## src/rtl/pixel_scheduler.sv

```systemverilog
// pixel_scheduler: raster-order Mandelbrot pixel dispatcher for a bank of
// escape-time cores, with strictly in-order depth collection.
//
// Ports:
//   sysclk, reset_n            clock, synchronous active-low reset
//   frame_start, cfg_*         frame trigger and per-frame configuration
//   core_reset, core_start     core bank control (reset shared, start per core)
//   core_x/y/re_c/im_c         per-core pixel inputs, held while iterating
//   core_max_iter              latched iteration limit, shared by all cores
//   core_done, core_depth      per-core completion pulse and result
//   pix_valid/ready, pix_*     raster-ordered output pixel stream
//   busy, frame_done           frame status
module pixel_scheduler #(
    parameter int NUM_CORES   = 4,
    parameter int WORD_LENGTH = 32,
    parameter int FRAC        = 28
) (
    input  logic                               sysclk,
    input  logic                               reset_n,
    input  logic                               frame_start,
    input  logic [10:0]                        cfg_width,
    input  logic [10:0]                        cfg_height,
    input  logic signed [WORD_LENGTH-1:0]      cfg_re_start,
    input  logic signed [WORD_LENGTH-1:0]      cfg_im_start,
    input  logic signed [WORD_LENGTH-1:0]      cfg_step,
    input  logic [10:0]                        cfg_max_iter,
    output logic                               core_reset,
    output logic [NUM_CORES-1:0]               core_start,
    output logic [NUM_CORES*11-1:0]            core_x,
    output logic [NUM_CORES*11-1:0]            core_y,
    output logic [NUM_CORES*WORD_LENGTH-1:0]   core_re_c,
    output logic [NUM_CORES*WORD_LENGTH-1:0]   core_im_c,
    output logic [10:0]                        core_max_iter,
    input  logic [NUM_CORES-1:0]               core_done,
    input  logic [NUM_CORES*11-1:0]            core_depth,
    output logic                               pix_valid,
    input  logic                               pix_ready,
    output logic [10:0]                        pix_x,
    output logic [10:0]                        pix_y,
    output logic [10:0]                        pix_depth,
    output logic                               pix_sof,
    output logic                               pix_last,
    output logic                               busy,
    output logic                               frame_done
);

    localparam int PW = (NUM_CORES > 1) ? $clog2(NUM_CORES) : 1;
    // FRAC only describes the c format for the cores; nothing here uses it.
    localparam int unused_frac = FRAC;

    typedef enum logic [2:0] {
        IDLE,
        INIT,
        RUN,
        DRAIN,
        DONE
    } state_t;

    state_t state;

    // Latched frame configuration
    logic [10:0]                   width;
    logic [10:0]                   height;
    logic signed [WORD_LENGTH-1:0] re0;
    logic signed [WORD_LENGTH-1:0] step;
    logic [10:0]                   max_iter;

    // Raster scan counters; c is generated incrementally
    logic [10:0]                   sx;
    logic [10:0]                   sy;
    logic signed [WORD_LENGTH-1:0] sre;
    logic signed [WORD_LENGTH-1:0] sim;

    logic [PW-1:0]                 d_ptr;
    logic [PW-1:0]                 c_ptr;
    logic [NUM_CORES-1:0]          cbusy;
    logic [NUM_CORES-1:0]          rvalid;

    logic [10:0]                   cx   [NUM_CORES];
    logic [10:0]                   cy   [NUM_CORES];
    logic [WORD_LENGTH-1:0]        cre  [NUM_CORES];
    logic [WORD_LENGTH-1:0]        cim  [NUM_CORES];
    logic [10:0]                   cdep [NUM_CORES];

    logic [NUM_CORES-1:0]          start_q;
    logic                          core_rst_q;
    logic                          busy_q;
    logic                          fdone_q;

    logic x_end;
    logic y_end;
    logic last_pix;
    logic zero_size;
    logic can_disp;
    logic accept;
    logic out_last;

    function automatic logic [PW-1:0] nxt(input logic [PW-1:0] p);
        if (p == PW'(NUM_CORES - 1)) begin
            return '0;
        end
        return p + PW'(1);
    endfunction

    assign x_end     = (sx == 11'(width - 11'd1));
    assign y_end     = (sy == 11'(height - 11'd1));
    assign last_pix  = x_end && y_end;
    assign zero_size = (width == 11'd0) || (height == 11'd0);

    // Dispatch looks only at registered flags, so a core whose result is
    // accepted this cycle is reused one cycle later.
    assign can_disp = ((state == INIT) || (state == RUN)) && !zero_size
                   && !cbusy[d_ptr] && !rvalid[d_ptr];

    assign pix_valid = rvalid[c_ptr];
    assign pix_x     = cx[c_ptr];
    assign pix_y     = cy[c_ptr];
    assign pix_depth = cdep[c_ptr];
    assign out_last  = (cx[c_ptr] == 11'(width - 11'd1))
                    && (cy[c_ptr] == 11'(height - 11'd1));
    assign pix_sof   = pix_valid && (cx[c_ptr] == 11'd0) && (cy[c_ptr] == 11'd0);
    assign pix_last  = pix_valid && out_last;
    assign accept    = pix_valid && pix_ready;

    assign core_reset    = core_rst_q || !reset_n;
    assign core_start    = start_q;
    assign core_max_iter = max_iter;
    assign busy          = busy_q;
    assign frame_done    = fdone_q;

    for (genvar g = 0; g < NUM_CORES; g++) begin : g_out
        assign core_x[g*11 +: 11]                   = cx[g];
        assign core_y[g*11 +: 11]                   = cy[g];
        assign core_re_c[g*WORD_LENGTH +: WORD_LENGTH] = cre[g];
        assign core_im_c[g*WORD_LENGTH +: WORD_LENGTH] = cim[g];
    end

    always_ff @(posedge sysclk) begin
        if (!reset_n) begin
            state      <= IDLE;
            width      <= '0;
            height     <= '0;
            re0        <= '0;
            step       <= '0;
            max_iter   <= '0;
            sx         <= '0;
            sy         <= '0;
            sre        <= '0;
            sim        <= '0;
            d_ptr      <= '0;
            c_ptr      <= '0;
            cbusy      <= '0;
            rvalid     <= '0;
            start_q    <= '0;
            core_rst_q <= 1'b1;
            busy_q     <= 1'b0;
            fdone_q    <= 1'b0;
            for (int k = 0; k < NUM_CORES; k++) begin
                cx[k]   <= '0;
                cy[k]   <= '0;
                cre[k]  <= '0;
                cim[k]  <= '0;
                cdep[k] <= '0;
            end
        end else begin
            start_q    <= '0;
            core_rst_q <= 1'b0;
            fdone_q    <= 1'b0;

            if (frame_start) begin
                // Abort anything in flight and restart from pixel (0,0).
                width      <= cfg_width;
                height     <= cfg_height;
                re0        <= cfg_re_start;
                step       <= cfg_step;
                max_iter   <= cfg_max_iter;
                sx         <= '0;
                sy         <= '0;
                sre        <= cfg_re_start;
                sim        <= cfg_im_start;
                d_ptr      <= '0;
                c_ptr      <= '0;
                cbusy      <= '0;
                rvalid     <= '0;
                core_rst_q <= 1'b1;
                busy_q     <= 1'b1;
                state      <= INIT;
            end else begin
                // done only sets rvalid on busy cores and accept only
                // clears it on non-busy ones, so the writes never collide.
                for (int k = 0; k < NUM_CORES; k++) begin
                    if (core_done[k] && cbusy[k]) begin
                        cdep[k]   <= core_depth[k*11 +: 11];
                        cbusy[k]  <= 1'b0;
                        rvalid[k] <= 1'b1;
                    end
                end

                if (accept) begin
                    rvalid[c_ptr] <= 1'b0;
                    c_ptr         <= nxt(c_ptr);
                end

                if (can_disp) begin
                    cx[d_ptr]      <= sx;
                    cy[d_ptr]      <= sy;
                    cre[d_ptr]     <= sre;
                    cim[d_ptr]     <= sim;
                    cbusy[d_ptr]   <= 1'b1;
                    start_q[d_ptr] <= 1'b1;
                    d_ptr          <= nxt(d_ptr);
                    if (x_end) begin
                        sx  <= '0;
                        sre <= re0;
                        sy  <= sy + 11'd1;
                        sim <= sim - step;
                    end else begin
                        sx  <= sx + 11'd1;
                        sre <= sre + step;
                    end
                end

                unique case (state)
                    IDLE: begin
                    end
                    INIT: begin
                        if (zero_size) begin
                            state   <= DONE;
                            busy_q  <= 1'b0;
                            fdone_q <= 1'b1;
                        end else if (can_disp && last_pix) begin
                            state <= DRAIN;
                        end else begin
                            state <= RUN;
                        end
                    end
                    RUN: begin
                        if (can_disp && last_pix) begin
                            state <= DRAIN;
                        end
                    end
                    DRAIN: begin
                        if (accept && out_last) begin
                            state   <= DONE;
                            busy_q  <= 1'b0;
                            fdone_q <= 1'b1;
                        end
                    end
                    DONE: begin
                        state <= IDLE;
                    end
                    default: begin
                        state <= IDLE;
                    end
                endcase
            end
        end
    end

endmodule

```

## config.mk

```make
export PLATFORM = sky130hd
export DESIGN_NAME = pixel_scheduler
export DESIGN_NICKNAME = d
export VERILOG_FILES = /design/src/rtl/pixel_scheduler.sv
export SDC_FILE = /design/constraint.sdc
export NUM_CORES = 1
export LEC_CHECK = 0
export BUFFER_PORTS_ARGS = -buffer_cell sky130_fd_sc_hd__buf_2
export CORE_AREA = 2 2 228 230
export CTS_CLUSTER_SIZE = 20
export DETAILED_ROUTE_END_ITERATION = 7
export DIE_AREA = 0 0 230 232
export PLACE_DENSITY = 0.91
export SLEW_MARGIN = 20
export SYNTH_ARGS = -nofsm -noshare
export SYNTH_HDL_FRONTEND = slang
export SYNTH_SLANG_ARGS = --single-unit
```

## constraint.sdc

```tcl
create_clock -name sysclk -period 27.8 [get_ports sysclk]
set_input_delay 5.56 -clock sysclk [delete_from_list [all_inputs] [get_ports sysclk]]
set_output_delay 5.56 -clock sysclk [all_outputs]
set_load 0.05 [all_outputs]
```

==> impl_metrics.yaml <==
sta:
  maxSlewHeadroom_pct: 33.8
  rsz0062_at_grt: "no"
  fin_setup_tns_ns: 0
  setup_violations: 0
  hold_viol: 0
  fmaxAchievable_mhz: 84.1
  layout_setup_ws_ns: 15.91
  worst_slew_pin_slew_ns: 0.993
  fin_skew_ns: 0.0247
  slew_viol_final: 0
  fin_crit_ns: 11.89
  period_share_pct: 42.8
cells_and_area:
  design_area_um2: 34100
  final_nets: 3220
  fill_cells: 3677
  areaGrowthSynthToFinish_pct: 19.8
  final_common_cell: "buf_2"
  layout_common_cells: "buf_2 (576), edfxtp_1 (388), and2_1 (297), dfxtp_1 (206), nand2_1 (117)"
  drive_gt1_share_pct: 25.9
floorplanning:
  start_util_pct: 56.0
  design.portCount: 579
  die_x_um: 230
  die-area_um2: 53400
  dieHeight_um: 232
  core_um2: 50900
  placementRows: 83
place:
  place_hpwl_um: 60700
  place_ws_ns: 15.88
  port_buffers: 578
  placed_area_um2: 31900
  gp_congestion: 0.957
drt:
  vias: 21900
  via_per_inst: 5.90
  firstDrtPassIters: 6
  post-route-drc-count: 0
  drtAntennaViolNets: 0
  drt_iter0_drc: 1846
  wl_per_cell_um: 23.6
  wirelength_um: 87500
clocking:
  htree_levels: 2
  cts_setup_buffers: 0
  post_cts_resized: 0
  clockBufferDepth: 3
  clock_latency_ns: 0.63
  clk_transition_reported_paths_ns: 0.07
  cts_tree: "done"
  cts_buffers: 61
  cts.root.buffer_cell: "clkbuf_16"
  postCtsHoldBufs: 0
  numClockSinks: 595
yosys:
  yosys.area_share.simple_pct: 17.9
  netlist_top_cells_area: "edfxtp_1 (41%), dfxtp_1 (15%), and2_1 (6.5%)"
  netlist_area_um2: 28500
  synth_nets: 2705
  synth_edf_count: 388
  synthAdderAreaFrac_pct: 3.48
  synth_xor_area_share_pct: 4.54
  yosysSeqAreaShare_pct: 55.4
  syn_area_per_cell_um2: 11.7
  synth-seq-cells: 595
  synth_mux_area_share_pct: 6.38
  synth_top_area_share_pct: 40.9
  synth_cell_types: 88
  syn_inst: 2446
  synth_compound_area_share_pct: 9.01
  synth_top_family_by_area: "simple AND/OR/NAND/NOR gates"
  synthArstFlopShare_pct: 0
  yosysWarningCount: 0
  synth_top_cell_by_area: "edfxtp_1"
  synthFlopType: "edfxtp_1"
job:
  maxCapViolCount: 0
worst_setup_path:
  reg2reg_from: "d_ptr[0]"
  r2r-end: "cy[1][10]"
  cp_max_fo: 32
  endpoint_kind: "output port"
  worstRegToRegCells: 8
  crit_required_ns: 22.24
  start_kind: "input port"
  worst-endpoint-arrival_ns: 6.33
  max_stage_delay_ns: 0.34
  path_cells: "buf_4 -> nand2b_1 -> buf_2"
  worstSetupPathType: "in -> out"
  reg2reg_slack_ns: 22.31
  cp_slowest_cell: "buf_4"
global_routing:
  grt_pass1_wl_um: 129000
  grt_max_degree: 103
  antenna_found_initial: 31
  grt_pass1_vias: 21700
  gr-usage-all-layers_pct: 31.8
  gr-total-overflow: 0
hold_path:
  hp-class: "reg -> reg"
  holdPathEnd: "re0[9]"
  hold_depth: 2
  holdCritStartpoint: "re0[9]"
outcome:
  status: "finished, final reports clean"
pwr:
  vdd_drop_max_mv: 0.0503
  power.density_nw_per_um2: 65.8
  p_leak_nw: 14.8
sequential cells by signal, summed over array words and instances (netlist names), 3 cells and up, named ones only:
signal         count
cim              128
cre              128
cdep              44
cx                44
cy                44
re0               32
sim               32
sre               32
step              32
core_max_iter     11
height            11
sx                11
sy                11
width             11
cbusy              4
core_start         4
rvalid             4
state              3
area by class of cell:
cell class,instances,area [µm²],area share [%]
Timing Repair Buffer,609,3180,9.31
Tap cell,680,851,2.49
Inverter,64,240,0.704
Clock buffer,84,1730,5.07
Antenna cell,12,30.0,0.0880
Clock inverter,32,435,1.28
Sequential cell,595,15800,46.3
Multi-Input combinational cell,1630,11900,34.8
worst max-delay path: cells and delay by family:
family,cells,cell delay (ns)
AND/OR/NAND/NOR,1,0.17
buffers and inverters,2,0.59
logic make-up after synthesis:
group | after synthesis
XOR/XNOR | 127
adder cells (fa/ha/maj) | 78
buffers and inverters | 221
flip-flops | 595
AO/OA/AOI/OAI | 380
multiplexers | 138
AND/OR/NAND/NOR | 907
metrics by stage:
step | std cells | total power [mW] | hold WS [ns] | util (%)
2_1_floorplan | 2446 | 1.28 | 0.453 | -
3_3_place_gp | 3576 | 1.37 | 0.463 | 62.7
6_report | 3706 | 2.25 | 0.480 | 67.1
4_1_cts | 3692 | 2.25 | 0.482 | 66.9
5_1_grt | 3706 | 2.31 | 0.510 | 67.1
3_5_place_dp | 3576 | 1.38 | 0.472 | 62.7
cell usage after synthesis (32+ instances only):
cell / number
nor2b_1: 102
nor2_1: 103
xor2_1: 57
nor3_1: 37
nand2_1: 117
nand3_1: 45
ha_1: 76
inv_1: 62
edfxtp_1: 388
xnor2_1: 59
and2_1: 297
o21ai_0: 81
and3_1: 101
dfxtp_1: 207
clkbuf_1: 123
a21oi_1: 71
mux2i_1: 104
a21o_1: 32
worst max path at each step:
stage	start	depth (start not counted)	slack, ns	endpoint
final	reset_n	3	15.91	core_reset
after global routing	reset_n	3	15.85	core_reset
after CTS	reset_n	3	15.88	core_reset
after detailed placement	reset_n	3	15.88	core_reset
after global placement	reset_n	3	15.88	core_reset
after floorplan	frame_start	3	15.09	cim[3][0]
metal layers:
metal	track usage [%]	wire length (µm)	up-vias
met5	0	210	-
met4	12.5	3370	34
met3	7.06	7150	230
met2	56.4	44900	1076
met1	37.6	31800	10600
li1	-	-	9892
report_power, final:
group          switching (mW)  leakage (nW)  internal (mW)  total [mW]
combinational           0.240          8.08          0.111       0.351
clock                   0.351          1.04          0.529       0.880
sequential             0.0344          5.70          0.980        1.01
total                   0.626          14.8           1.62        2.25
Note: power is estimated with default switching activity, not from simulation.
